File: src/rtl/ac97_seq_pkg.sv
// ----------------------------------------------------------------------------
// ac97_seq_pkg
// Shared types and constants for the AC'97 codec command sequencer:
//   - seq_state_t : sequencer FSM states
//   - REG_*       : AC'97 codec register indices touched by the init table
//   - CMD_COUNT   : number of entries in the init table
//   - IDX_W       : width of the table index
//   - cmd_entry_t : one table entry {addr[6:0], data[15:0]}
// ----------------------------------------------------------------------------
package ac97_seq_pkg;

    typedef enum logic [2:0] {
        IDLE       = 3'd0,
        RST_HOLD   = 3'd1,
        WAIT_READY = 3'd2,
        ISSUE      = 3'd3,
        READBACK   = 3'd4,
        WAIT_RSP   = 3'd5,
        DONE       = 3'd6,
        ERROR      = 3'd7
    } seq_state_t;

    // Codec register indices used by the init table
    localparam logic [6:0] REG_MASTER_VOL     = 7'h02;
    localparam logic [6:0] REG_PCM_OUT_VOL    = 7'h18;
    localparam logic [6:0] REG_RECORD_SELECT  = 7'h1A;
    localparam logic [6:0] REG_EXT_AUDIO_CTRL = 7'h2A;
    localparam logic [6:0] REG_PCM_DAC_RATE   = 7'h2C;
    localparam logic [6:0] REG_PCM_ADC_RATE   = 7'h32;

    localparam int CMD_COUNT = 6;
    localparam int IDX_W     = $clog2(CMD_COUNT);
    localparam logic [IDX_W-1:0] LAST_IDX = IDX_W'(CMD_COUNT - 1);

    typedef struct packed {
        logic [6:0]  addr;
        logic [15:0] data;
    } cmd_entry_t;

endpackage

File: src/rtl/ac97_cmd_rom.sv
// ----------------------------------------------------------------------------
// ac97_cmd_rom
// Combinational codec init table: index -> {register, write data}.
// Enables variable rate audio, sets both sample rates to 48 kHz, unmutes the
// master and PCM outputs, and selects the mic as record source.
// Ports:
//   idx_i   [IDX_W-1:0]  table index
//   entry_o cmd_entry_t  table entry (all zero past the end of the table)
// ----------------------------------------------------------------------------
module ac97_cmd_rom
    import ac97_seq_pkg::*;
(
    input  logic [IDX_W-1:0] idx_i,
    output cmd_entry_t       entry_o
);

    always_comb begin
        entry_o = '0;
        case (idx_i)
            IDX_W'(0): entry_o = {REG_EXT_AUDIO_CTRL, 16'h0001};
            IDX_W'(1): entry_o = {REG_PCM_DAC_RATE,   16'hBB80};
            IDX_W'(2): entry_o = {REG_PCM_ADC_RATE,   16'hBB80};
            IDX_W'(3): entry_o = {REG_MASTER_VOL,     16'h0000};
            IDX_W'(4): entry_o = {REG_PCM_OUT_VOL,    16'h0808};
            IDX_W'(5): entry_o = {REG_RECORD_SELECT,  16'h0000};
            default:   entry_o = '0;
        endcase
    end

endmodule

File: src/rtl/ac97_cmd_sequencer.sv
// ----------------------------------------------------------------------------
// ac97_cmd_sequencer
// Cold-resets an AC'97 codec, waits for codec-ready, then writes the init
// table (ac97_cmd_rom) to the frame engine one command per handshake.
// Optional feature macro: AC97_SEQ_READBACK_EN -- every accepted write is
// followed by a read of the same register and the returned data is compared.
// Ports:
//   SYS_CLK, SYS_RST_N         clock, asynchronous active-low reset
//   start                      one-cycle pulse, (re)runs the sequence when idle
//   codec_ready                codec-ready tag from the frame engine
//   audio_reset_b              AC'97 cold reset (active low)
//   cmd_valid/cmd_ready        command handshake; cmd_rw 1 = read
//   cmd_addr[6:0], cmd_data    command register index / write data
//   rsp_valid/rsp_addr/rsp_data status slot return (readback build only)
//   busy, done, error          sequencer status
// ----------------------------------------------------------------------------
module ac97_cmd_sequencer
    import ac97_seq_pkg::*;
#(
    parameter int RESET_CYCLES  = 100,
    parameter int READY_TIMEOUT = 24000,
    parameter int RSP_TIMEOUT   = 4096
) (
    input  logic        SYS_CLK,
    input  logic        SYS_RST_N,
    input  logic        start,
    input  logic        codec_ready,
    output logic        audio_reset_b,
    output logic        cmd_valid,
    input  logic        cmd_ready,
    output logic        cmd_rw,
    output logic [6:0]  cmd_addr,
    output logic [15:0] cmd_data,
    input  logic        rsp_valid,
    input  logic [6:0]  rsp_addr,
    input  logic [15:0] rsp_data,
    output logic        busy,
    output logic        done,
    output logic        error
);

    // One shared cycle counter serves all timed states
    localparam int CNT_MAX_A = (RESET_CYCLES > READY_TIMEOUT) ? RESET_CYCLES : READY_TIMEOUT;
    localparam int CNT_MAX   = (CNT_MAX_A > RSP_TIMEOUT) ? CNT_MAX_A : RSP_TIMEOUT;
    localparam int CNT_W     = $clog2(CNT_MAX + 1);
    localparam logic [CNT_W-1:0] RST_LAST = CNT_W'(RESET_CYCLES - 1);
    localparam logic [CNT_W-1:0] RDY_LAST = CNT_W'(READY_TIMEOUT - 1);

    seq_state_t       state_q, state_d;
    logic [IDX_W-1:0] idx_q, idx_d;
    logic [CNT_W-1:0] cnt_q, cnt_d;
    logic             gap_q, gap_d;
    logic [CNT_W-1:0] cnt_inc;
    logic             cmd_fire;
    cmd_entry_t       entry;

    ac97_cmd_rom u_rom (
        .idx_i   (idx_q),
        .entry_o (entry)
    );

    // Saturating increment: the counter never wraps back to zero
    assign cnt_inc  = (&cnt_q) ? cnt_q : cnt_q + CNT_W'(1);
    assign cmd_fire = cmd_valid & cmd_ready;

`ifdef AC97_SEQ_READBACK_EN
    localparam logic [CNT_W-1:0] RSP_LAST = CNT_W'(RSP_TIMEOUT - 1);
    logic rsp_match;
    assign rsp_match = rsp_valid && (rsp_addr == entry.addr);
`else
    logic unused_rsp;
    assign unused_rsp = ^{rsp_valid, rsp_addr, rsp_data};
`endif

    always_ff @(posedge SYS_CLK or negedge SYS_RST_N) begin
        if (!SYS_RST_N) begin
            state_q <= IDLE;
            idx_q   <= '0;
            cnt_q   <= '0;
            gap_q   <= 1'b0;
        end else begin
            state_q <= state_d;
            idx_q   <= idx_d;
            cnt_q   <= cnt_d;
            gap_q   <= gap_d;
        end
    end

    always_comb begin
        state_d = state_q;
        idx_d   = idx_q;
        cnt_d   = cnt_q;
        gap_d   = 1'b0;
        case (state_q)
            IDLE, DONE, ERROR: begin
                if (start) begin
                    state_d = RST_HOLD;
                    idx_d   = '0;
                    cnt_d   = '0;
                end
            end
            RST_HOLD: begin
                if (cnt_q >= RST_LAST) begin
                    state_d = WAIT_READY;
                    cnt_d   = '0;
                end else begin
                    cnt_d = cnt_inc;
                end
            end
            WAIT_READY: begin
                if (codec_ready) begin
                    state_d = ISSUE;
                    cnt_d   = '0;
                end else if (cnt_q >= RDY_LAST) begin
                    state_d = ERROR;
                end else begin
                    cnt_d = cnt_inc;
                end
            end
            ISSUE: begin
                // Losing codec-ready wins over a same-cycle acceptance
                if (!codec_ready) begin
                    state_d = ERROR;
                end else if (cmd_fire) begin
`ifdef AC97_SEQ_READBACK_EN
                    state_d = READBACK;
                    gap_d   = 1'b1;
`else
                    if (idx_q == LAST_IDX) begin
                        state_d = DONE;
                    end else begin
                        idx_d = idx_q + IDX_W'(1);
                        gap_d = 1'b1;
                    end
`endif
                end
            end
`ifdef AC97_SEQ_READBACK_EN
            READBACK: begin
                if (!codec_ready) begin
                    state_d = ERROR;
                end else if (cmd_fire) begin
                    state_d = WAIT_RSP;
                    cnt_d   = '0;
                end
            end
            WAIT_RSP: begin
                if (!codec_ready) begin
                    state_d = ERROR;
                end else if (rsp_match) begin
                    if (rsp_data != entry.data) begin
                        state_d = ERROR;
                    end else if (idx_q == LAST_IDX) begin
                        state_d = DONE;
                    end else begin
                        state_d = ISSUE;
                        idx_d   = idx_q + IDX_W'(1);
                    end
                end else if (cnt_q >= RSP_LAST) begin
                    state_d = ERROR;
                end else begin
                    cnt_d = cnt_inc;
                end
            end
`endif
            default: state_d = IDLE;
        endcase
    end

    // Outputs are decoded from registered state only, so an asynchronous
    // reset forces them to their idle values immediately.
    always_comb begin
        audio_reset_b = !((state_q == IDLE) || (state_q == RST_HOLD));
        busy          = (state_q == RST_HOLD) || (state_q == WAIT_READY) ||
                        (state_q == ISSUE) || (state_q == READBACK) ||
                        (state_q == WAIT_RSP);
        done          = (state_q == DONE);
        error         = (state_q == ERROR);
        // gap_q blanks cmd_valid for the cycle right after an acceptance
        cmd_valid     = ((state_q == ISSUE) || (state_q == READBACK)) && !gap_q;
        cmd_rw        = (state_q == READBACK);
        cmd_addr      = '0;
        cmd_data      = '0;
        if ((state_q == ISSUE) || (state_q == READBACK) || (state_q == WAIT_RSP)) begin
            cmd_addr = entry.addr;
        end
        if (state_q == ISSUE) begin
            cmd_data = entry.data;
        end
    end

endmodule
File: config.mk
export PLATFORM = sky130hd
export DESIGN_NAME = ac97_cmd_sequencer
export DESIGN_NICKNAME = d
export VERILOG_FILES = /design/src/rtl/ac97_seq_pkg.sv /design/src/rtl/ac97_cmd_rom.sv /design/src/rtl/ac97_cmd_sequencer.sv
export SDC_FILE = /design/constraint.sdc
export NUM_CORES = 1
export LEC_CHECK = 0
export ABC_AREA = 1
export CORE_MARGIN = 2
export CORE_UTILIZATION = 40
export CTS_CLUSTER_DIAMETER = 80
export DETAILED_ROUTE_END_ITERATION = 16
export GPL_TIMING_DRIVEN = 0
export PLACE_DENSITY = 0.68
export RECOVER_POWER = 100
export SYNTH_ARGS = -nofsm -noshare
export SYNTH_HDL_FRONTEND = slang
export SYNTH_SLANG_ARGS = --single-unit
export TNS_END_PERCENT = 5
File: constraint.sdc
create_clock -name SYS_CLK -period 1.89 [get_ports SYS_CLK]
set_clock_uncertainty 0.05 [all_clocks]
set_input_delay 0.2835 -clock SYS_CLK [delete_from_list [all_inputs] [get_ports SYS_CLK]]
set_output_delay 0.2835 -clock SYS_CLK [all_outputs]
set_load 0.02 [all_outputs]
==> flow_summary_export.csv <==
group,metric,value,unit
sta,finalSetupTns,0,ps
synth,ys_seq_area_share,27.3,%
clocking,cts-buffers-inserted,3,
critical_path,path_max_fanout,5,
synth,ys_ff_latch,22,
detailed_routing,num_vias,1987,
critical_path,cp_num_buf_inv,3,
clocking,clk_pin_slew,80,ps
power,p_sw_share,49.4,%
detailed_routing,drt-initial-drc-count,178,
detailed_routing,routed_wl,4.72,mm
placement,dp_hpwl,3.56,mm
sta,whs,469,ps
sta,slew_headroom,33.2,%
detailed_routing,wl_met1,2.22,mm
critical_path,path_cells,"inv_2 > nand2_2 > o21ai_2 > inv_1 > nor2_1 > clkdlybuf4s15_2",
floorplanning,die_x,75.0,um
final_layout,n_antenna_cell,0,
detailed_routing,met3WireLength,193,um
sta,period_minus_slack,1870,ps
synth,synthCells,315,
clocking,cts_tree,"done",
final_layout,layout-drive-gt1-share,23.2,%
final_layout,final_nets,394,
final_layout,instances_no_fill,424,
critical_path,cpPeakStageDelay,470,ps
global_routing,antenna_found_initial,0,
detailed_routing,drc,0,
sta,slew_violations,0,
floorplanning,fp.dieH,75.0,um
critical_path,required,1560,ps
sta,timing.final.ws_setup,16.4,ps
detailed_routing,top_layer,"met4",
power,p_int,1.33,mW
global_routing,grt_pass1_wl,7.89,mm
clocking,cts.path.max_buffers,2,
hold_path,hold_path_class,"reg -> reg",
power,totalPowerFinal,2.63,mW
power,ir_worst_vdd,0.638,mV
floorplanning,core_area,4790,um2
clocking,clock-sinks,22,
clocking,htree_levels,1,
floorplanning,ios,58,
power,p_per_area,1050,nW/um2
synth,synthDistinctLibCells,30,
power,combPwrFrac,63.9,%
clocking,clockRootBuffer,"clkbuf_8",
placement,portBuffers,24,
sta,hold_violations,0,
synth,synth_area,2020,um2
critical_path,critPathKind,"reg -> out",
power,p_leak,1.38,nW
sta,rsz0062_at_grt,"yes",
detailed_routing,post_drt_wl_per_cell,11.1,um
critical_path,crit_slowest_cell,"dfrtp_2",
job,cap_viol_max_count,0,
critical_path,cp-end-kind,"primary output",
synth,synth_area_per_cell,6.40,um2
final_layout,multiInputGateArea,1290,um2
placement,gp_congestion,0.963,
sta,tightest_slew,998,ps
detailed_routing,drtPass1Iterations,5,
critical_path,cp.arrival,1540,ps
sta,fmax,534,MHz
final_layout,synthToLayoutAreaGrowth,24.6,%
synth,yosys_warnings,0,
detailed_routing,viasPerCell,4.69,
power,seqPwrFrac,24.9,%
power,clockPowerShare,11.2,%
global_routing,grt_max_degree,23,
floorplanning,die_area,5620,um2
detailed_routing,wl_met2,2.27,mm
power,switchingPower,1.30,mW
placement,dp_cells,414,
global_routing,grt_pass1_vias,1721,
floorplanning,start_util,42.1,%
sta,finalSetupViolations,0,
status,status,"completed",
clocking,clk_latency,270,ps
critical_path,cp-start-kind,"flop",
global_routing,overflow,0,
final_layout,layout_commonest_cell,"nand2_1",
final_layout,num-fill-cells,492,
sta,finalCritPeriodShare,99.1,%
final_layout,layout_common_cells,"nand2_1, inv_1, nor2_1, buf_4, nand3_1",
detailed_routing,ant_nets,0,
floorplanning,row_count,25,
global_routing,track_usage,18.0,%
clocking,hold_buffers,0,
placement,dpl_worst_slack,-451,ps
critical_path,critPathTopFamily,"flip-flops",
final_layout,seqCellArea,558,um2
[worst paths after layout]
kind                       startpoint         end  slack [ps]  cells past startpoint
setup / recovery           state_q[1]   cmd_valid          20                      6
hold / removal               idx_q[0]    idx_q[0]         470                      1
setup reg to reg           state_q[2]    cnt_q[2]         130                      9
hold reg to reg              idx_q[0]    idx_q[0]         470                      1
max in group asynchronous   SYS_RST_N  state_q[1]         530                      1
min in group asynchronous   SYS_RST_N    cnt_q[5]         580                      1
[cell usage after synthesis]
cell        n  area share [%]
nor3_4      1            0.81
nor2_1     36             6.7
nand2_1   105              20
nor3_1      7             1.7
nand2_2     5             1.6
o21ai_1     3            0.74
nor2_2      2            0.62
inv_1      37             6.9
nand2_4     1            0.56
dfrtp_1    22              27
nand3b_1    3             1.1
nor3_2      1            0.50
conb_1      1            0.19
a31oi_1     2            0.62
o21ai_0    10             2.5
a41oi_1     1            0.43
inv_2       3            0.56
nor2_4      3             1.7
nand4_1     6             1.9
ha_1        6             3.7
buf_4      14             5.2
o21ai_2     2            0.87
buf_8       1            0.74
o21bai_1    1            0.37
buf_2       5             1.2
nand3_1    22             5.5
nor2_8      1            0.99
nand3_2     2            0.99
xor2_1      8             3.5
a21oi_1     4            0.99
[final cells by class]
| class | count | area share, % |
|---|---|---|
| Sequential cell | 22 | 22.2 |
| Buffer | 20 | 5.88 |
| Inverter | 40 | 6.18 |
| Multi-Input combinational cell | 241 | 51.2 |
| Timing Repair Buffer | 31 | 9.52 |
| Clock buffer | 3 | 1.64 |
| Tap cell | 67 | 3.34 |
[power by group through the flow]
| stage | sequential [mW] | combinational (mW) | clock, mW |
|---|---|---|---|
| floorplan | 0.616 | 1.09 | 0 |
| global placement | 0.632 | 1.52 | 0 |
| detailed placement | 0.637 | 1.54 | 0 |
| CTS | 0.646 | 1.51 | 0.307 |
| global route | 0.665 | 1.88 | 0.327 |
| finish | 0.653 | 1.68 | 0.294 |
[per-layer routing]
metal	GRT usage [%]	up-vias
met3	3.21	4
li1	-	1059
met4	3.57	0
met1	26.1	887
met5	0	-
met2	28.2	37
[cells by family after synthesis]
group	count (synthesis)	synth area share, %
compound gates	23	6.52
fa+ha+maj	6	3.72
buf+inv	60	14.6
xor+xnor	8	3.48
other cells	1	0.186
simple gates	195	44.1
flops	22	27.3
[through the flow]
stage	util [%]	area (um2)
final	52.5	2510
after global routing	52.5	2510
after CTS	50.7	2430
after detailed placement	49.5	2370
after global placement	49.5	2370
after floorplan	-	2050
[worst reg2reg max path: stages (launching register included)]
cell	delay, ps
dfrtp_2	450
buf_4	150
nor3_4	270
nand2_1	150
inv_1	110
nand2_2	120
nand2_8	140
buf_8	150
nand2_1	60
nand2_1	60
[sequential cells by signal, summed over array words and instances, names as in the netlist]
signal	count
idx_q	3
gap_q	1
state_q	3
cnt_q	15
[what timing repair did]
item | in CTS | in global routing
gates cloned | 0 | 0
buffers inserted | 0 | 7
gates resized for setup | 47 | 47
endpoints found under the setup margin | 21 | 33
pin swaps | 0 | 1
(Power assumes the default switching activity.)
